### config.mk
export PLATFORM = sky130hd
export DESIGN_NAME = piso_shift_tx
export DESIGN_NICKNAME = d
export VERILOG_FILES = /design/src/rtl/piso_pkg.sv /design/src/rtl/piso_bit_counter.sv /design/src/rtl/piso_shift_tx.sv
export SDC_FILE = /design/constraint.sdc
export NUM_CORES = 1
export LEC_CHECK = 0
export BUFFER_PORTS_ARGS = -buffer_cell sky130_fd_sc_hd__clkbuf_2
export CORE_AREA = 2 2 42 44
export CTS_CLUSTER_DIAMETER = 40
export DETAILED_ROUTE_END_ITERATION = 12
export DIE_AREA = 0 0 44 46
export HOLD_SLACK_MARGIN = 0.06
export PLACE_DENSITY = 0.8
export SLEW_MARGIN = 25
export SYNTH_ARGS = -nofsm -noshare
export SYNTH_HDL_FRONTEND = slang
export SYNTH_SLANG_ARGS = --single-unit
### constraint.sdc
create_clock -name clk -period 1.8 [get_ports clk]
set_input_delay 0.36 -clock clk [delete_from_list [all_inputs] [get_ports clk]]
set_output_delay 0.36 -clock clk [all_outputs]
set_load 0.05 [all_outputs]
### src/rtl/piso_pkg.sv
// Shared types and sizing helpers for the parallel-in/serial-out transmitter.
package piso_pkg;

    typedef enum logic [1:0] {
        IDLE  = 2'd0,
        SHIFT = 2'd1,
        DONE  = 2'd2
    } piso_state_e;

    // Bit-counter width; clamped to 1 so a degenerate WIDTH still yields a legal vector.
    function automatic int PISO_CNT_W(input int width);
        return (width < 2) ? 1 : $clog2(width);
    endfunction

endpackage

### src/rtl/piso_bit_counter.sv
// Enabled up-counter with synchronous clear; flags the last bit position of a word.
module piso_bit_counter
    import piso_pkg::*;
#(
    parameter int WIDTH = 8
) (
    input  logic clk,
    input  logic reset,
    input  logic clr,
    input  logic en,
    output logic last
);

    localparam int CW = PISO_CNT_W(WIDTH);

    logic [CW-1:0] count_q;
    logic [CW-1:0] count_d;

    assign last = (count_q == CW'(WIDTH - 1));

    // Saturates at WIDTH-1: only a fresh load returns the count to zero.
    always_comb begin
        count_d = count_q;
        if (clr) begin
            count_d = '0;
        end else if (en && !last) begin
            count_d = count_q + 1'b1;
        end
    end

    always_ff @(posedge clk or negedge reset) begin
        if (!reset) begin
            count_q <= '0;
        end else begin
            count_q <= count_d;
        end
    end

endmodule

### src/rtl/piso_shift_tx.sv
// Serialises a WIDTH-bit word loaded over a valid/ready handshake, one bit per shift_en cycle.
// Handshake: a word transfers on a rising edge where load_valid && load_ready; load_ready is a pure function of state.
module piso_shift_tx
    import piso_pkg::*;
#(
    parameter int WIDTH     = 8,
    parameter bit MSB_FIRST = 1'b1
) (
    input  logic             clk,
    input  logic             reset,
    input  logic             load_valid,
    output logic             load_ready,
    input  logic [WIDTH-1:0] load_data,
    input  logic             shift_en,
    output logic             sout,
    output logic             sout_valid,
    output logic             busy,
    output logic             done,
    output piso_state_e      state_dbg
);

    piso_state_e      state_q;
    piso_state_e      state_d;
    logic [WIDTH-1:0] sreg_q;
    logic [WIDTH-1:0] sreg_d;
    logic             cnt_clr;
    logic             cnt_en;
    logic             cnt_last;
    logic             head;

    piso_bit_counter #(
        .WIDTH(WIDTH)
    ) u_bit_counter (
        .clk  (clk),
        .reset(reset),
        .clr  (cnt_clr),
        .en   (cnt_en),
        .last (cnt_last)
    );

    assign head = MSB_FIRST ? sreg_q[WIDTH-1] : sreg_q[0];

    always_comb begin
        state_d = state_q;
        sreg_d  = sreg_q;
        cnt_clr = 1'b0;
        cnt_en  = 1'b0;
        case (state_q)
            IDLE: begin
                if (load_valid) begin
                    sreg_d  = load_data;
                    cnt_clr = 1'b1;
                    state_d = SHIFT;
                end
            end
            SHIFT: begin
                if (shift_en) begin
                    sreg_d = MSB_FIRST ? {sreg_q[WIDTH-2:0], 1'b0}
                                       : {1'b0, sreg_q[WIDTH-1:1]};
                    cnt_en = 1'b1;
                    if (cnt_last) begin
                        state_d = DONE;
                    end
                end
            end
            DONE: begin
                state_d = IDLE;
            end
            default: begin
                state_d = IDLE;
            end
        endcase
    end

    always_ff @(posedge clk or negedge reset) begin
        if (!reset) begin
            state_q <= IDLE;
            sreg_q  <= '0;
        end else begin
            state_q <= state_d;
            sreg_q  <= sreg_d;
        end
    end

    // All outputs decode registered state only, so reset clears them without waiting for a clock.
    assign load_ready = (state_q == IDLE);
    assign sout_valid = (state_q == SHIFT);
    assign sout       = sout_valid & head;
    assign busy       = (state_q == SHIFT) || (state_q == DONE);
    assign done       = (state_q == DONE);
    assign state_dbg  = state_q;

endmodule

-- Yosys cells after proc, flatten, opt, wreduce, memory -nomap -nowiden
Cells that the tools add are included.
- muxes and demuxes: 13
- add/sub/neg operators: 1
- bitwise gates (word level): 1
- eq/ne operators: 6
- reduce and logical (&&, ||, !) cells: 8
- operator list (kind ; count):
    2-to-1 mux 8 bit ; 2
    one-hot mux 8 bit (2 select lines) ; 1
    2-to-1 mux 2 bit ; 3
    2-to-1 mux 3 bit ; 2
    AND reduction 3 bit ; 2
    2-to-1 mux 1 bit ; 4
    != test 2 bit (second input constant) ; 2
    one-hot mux 2 bit (2 select lines) ; 1
    nonzero test 2 bit ; 2
    adder 3 x 1 -> 3 bit (second input constant) ; 1
    equality test 3 bit (second input constant) ; 1
    equality test 2 x 1 -> 1 bit (second input constant) ; 1
    equality test 2 bit (second input constant) ; 1
    logical NOT 2 bit ; 1
    != test 2 x 1 -> 1 bit (second input constant) ; 1
    bitwise AND 1 bit ; 1
    logical AND 1 bit ; 1
    logical NOT 1 bit ; 1
    logical OR 1 bit ; 1
- word-level logic and storage cells: 32
- register bits after elaboration: 13

-- Longest topological paths before layout
- depth in word-level cells: 5
- depth in mapped cells: 6
- depth with buffers taken out: 5

-- Cells and area by module
A second synthesis with hierarchy kept.
- cells, all modules: 60
- area total of the unflattened synthesis: 818.3 µm²
- by module, submodules not included (module ; instances ; cells each ; area each (µm²)):
    piso_shift_tx ; 1 ; 45 ; 634.4
    piso_bit_counter ; 1 ; 15 ; 183.9

-- Worst setup path before layout
No wires, ideal clock.
- path type: register -> output
- start point: register state_q[1], in the netlist state_dbg[1]
- end point: output sout
- required time: 1.440 ns
- stages on the path, launching flop included: 5
- path slack: -0.477 ns
- arrival: 1.917 ns
- cell sequence: dfrtp_1 > inv_1 > ha_1 > buf_6 > and2_1
- longest elaborated chain between the ends: 2
- RTL lines (what ; RTL line ; text):
    start: declaration ; piso_shift_tx.sv:22 ; piso_state_e state_q;
    start signal: assignment ; piso_shift_tx.sv:80 ; state_q <= state_d;
    equality test 2 x 1 -> 1 bit ; piso_shift_tx.sv:87 ; assign sout_valid = (state_q == SHIFT);
    net sout_valid ; piso_shift_tx.sv:16 ; output logic sout_valid,
    bitwise AND 1 bit ; piso_shift_tx.sv:88 ; assign sout = sout_valid & head;
    end: declaration ; piso_shift_tx.sv:15 ; output logic sout,
The timed path passes the listed nets, and every way through them passes these cells.

-- Final worst setup path
- start point: register state_q[0], in the netlist state_dbg[0]
- end point: output load_ready
- longest elaborated chain between the ends: 1
- RTL lines (what ; RTL line ; text):
    logical NOT 2 bit ; piso_shift_tx.sv:86 ; assign load_ready = (state_q == IDLE);
    end: declaration ; piso_shift_tx.sv:12 ; output logic load_ready,
No other way between the ends.

==> summary.txt <==
CTS
  • Clock Tree Buf Depth: 2
  • TritonCTS clock tree: built
  • Num Clock Sinks: 13
  • CTS H-Tree Depth: 1
  • TritonCTS Buffers: 3
  • Clk slew on worst S/H paths: 80 ps
  • Clk Latency, worst-skew pair: ~270 ps
  • Root buffer cell: clkbuf_4

STA
  • Final period util: 0.955
  • Hold violation total from the final report: 0
  • Total Neg Setup Slack: 0 ps
  • Worst slew pin tran: 301 ps
  • Final hold slack: roughly 320 ps
  • Final Skew: 4.40 ps
  • Post-layout min period: 1720 ps
  • Fmax: 582 MHz
  • RSZ-0062 raised after global routing: no
  • Max-slew violation count: 0
  • Slew headroom: 0.793
  • # setup viols final: 0

Detailed routing
  • DRT antenna net count: 0
  • Starting DRT DRC Count: 5
  • Vias: 485
  • Avg WL per Cell: 13.0 um
  • Aggregate routed wire length: between 1000 and 1500 um
  • Residual DRC count: 0
  • Vias per inst: roughly 5
  • TritonRoute pass-1 iters: 4

Synthesis
  • Syn Inst Count: 56
  • Synth cell count leaders: 15 x mux2_2, 13 x dfrtp_1, 6 x ha_1
  • Seq/Total Area, Yosys: 0.447
  • Yosys top cell area share: 0.447
  • Most frequent cell after synthesis: mux2_2
  • Area contributors post-synth: dfrtp_1 45%, mux2_2 23%, ha_1 10%
  • Fraction of registers with async set/reset: 1.00
  • Syn_area_per_cell: 13.0 sq um
  • Post-Syn Nets: 74
  • Main synth FF type: dfrtp_1
  • Yosys warns: 0
  • Netlist cell types: 18
  • Register bit total from synthesis: 13
  • Number of enable flip-flop cells after synthesis: 0
  • Yosys top cell by area: dfrtp_1
  • Cell area after synthesis: 728 sq um

Final layout
  • Antenna fix cells: 0
  • Area delta synth->final: 25.1%
  • Layout cell share with drive strength beyond 1: 0.588
  • Core Util, Final: 0.564
  • Layout Nets: between 90 and 100

Floorplan
  • Die width: roughly 44 um
  • Die H: ~46 um
  • Row cnt: 15
  • Core Area: 1610 sq um
  • Starting Density: 0.451
  • Full die area: around 2000 sq um
  • Io pins: 19

GRT
  • Grt ovf: 0
  • Initial antenna violation count: 0
  • Total GRT Usage: 0.143
  • Vias in the first global route: 472
  • First-pass GRT wire length: slightly above 2000 um
  • Largest net degree at the start of global routing: 14

Min path
  • Hold crit path type: in -> reg
  • Hold Crit Depth: 3

Power and ir drop
  • Max VDD drop: roughly 1.0 mV
  • P per Cell Area: 1950 nW/um^2
  • LEAKAGE: 0.448 nW

Critical path
  • Critical Path Sink Type: output pin
  • Crit path launch: state_dbg[0]
  • Crit path kind: reg -> out
  • Critical Path RT: 1440 ps
  • Reg2reg end: sreg_q[4]
  • CP startpoint kind: flop
  • Worst r2r src: state_dbg[1]
  • R2r setup slk: 150 ps
  • Crit path to: load_ready
  • Worst-path fanout max: 8
  • R2R depth: 6
  • Worst EP arrival: 1360 ps

Run status
  • Status: finished clean

Flow run
  • Max-cap viol count: 0

Placement
  • Placer Congestion: ~0.71
  • Port Buffers: 18
  • DPL Wire Length: 952 um
## worst min-delay path by stage
stage,start,to,slack (ps)
2_1_floorplan,reset,sreg_q[0],60
3_3_place_gp,reset,sreg_q[6],270
3_5_place_dp,reset,sreg_q[6],270
4_1_cts,load_data[0],sreg_q[0],310
5_1_grt,load_data[0],sreg_q[0],310
6_report,load_data[0],sreg_q[0],320
## layer usage
| metal | part of all wire | vias up | GRT usage | wire length (um) |
|---|---|---|---|---|
| met5 | 0 | - | 0 | 0 |
| met1 | 0.46 | 225 | 0.172 | 580 |
| met2 | 0.49 | 10 | 0.235 | 620 |
| met3 | 0.033 | 2 | 0.0357 | 41 |
| li1 | - | 248 | - | - |
| met4 | 0.013 | 0 | 0.0727 | 17 |
## stage by stage
stage | setup WS [ps] | power, mW | std cells | cell area (sq um)
6_report | 80.5 | 1.78 | 97 | 911
5_1_grt | 6.67 | 1.89 | 97 | 911
4_1_cts | 66.1 | 1.80 | 97 | 911
3_5_place_dp | 181 | 1.58 | 90 | 857
3_3_place_gp | 235 | 1.55 | 90 | 857
2_1_floorplan | 34.9 | 1.45 | 56 | 757
## repair_timing
item                       in CTS  in global routing
setup endpoints to repair       1                  0
hold endpoints to repair       13                  0
resized for setup               1                  0
setup buffers                   2                  0
hold buffers                    1                  0
## cells in the final DEF, fill, tap and decap left out
cell type / synthesis / layout
nand4b_1: 1 / 1
nand2b_1: 1 / 1
nand2_1: 1 / 1
o21ai_0: 1 / 1
inv_2: 0 / 1
a21boi_2: 1 / 1
ha_4: 0 / 2
dfrtp_1: 13 / 11
nor2_4: 1 / 1
nor2b_4: 1 / 1
xor2_1: 1 / 1
nand3b_1: 1 / 1
clkbuf_4: 0 / 4
nor2_1: 2 / 2
mux2_2: 15 / 15
ha_1: 6 / 4
clkbuf_2: 0 / 17
mux2i_1: 3 / 3
inv_1: 2 / 1
dlygate4sd3_1: 0 / 1
a21oi_1: 4 / 4
clkbuf_1: 0 / 1
buf_4: 0 / 2
dfrtp_2: 0 / 2
and2_2: 0 / 1
## worst max-delay path, cell delays in order (launching register included)
cell	delay [ps]
dfrtp_2	450
inv_1	150
ha_4	210
clkbuf_2	290
## sequential cells by signal, indices dropped and copies added, names as in the netlist
signal,flops
sreg_q,8
u_bit_counter.count_q,3
state_dbg,2
## where the power goes
group / switching, mW / total (mW) / internal, mW
clock network: 0.0957 / 0.181 / 0.0857
logic: 0.619 / 1.09 / 0.467
registers: 0.0797 / 0.508 / 0.428
total: 0.795 / 1.78 / 0.980
## cells by family (layout without fill, tap and decap cells)
logic type	after synthesis	after routing	synth area share
AND/OR/NAND/NOR	9	9	0.0894
AO/OA/AOI/OAI	6	6	0.0498
buffers and inverters	3	27	0.0258
flip-flops	13	13	0.447
XOR/XNOR	1	1	0.0120
multiplexers	18	18	0.273
adder cells (fa/ha/maj)	6	6	0.103
## cell type report
class | count | area [sq um]
multi-input combinational | 40 | 410
clock buffer | 4 | 26.3
inverter | 2 | 7.51
sequential | 13 | 328
tap | 17 | 21.3
timing repair buffer | 21 | 118
fill | 137 | 703
No activity file was read; power rests on OpenSTA's default activity.
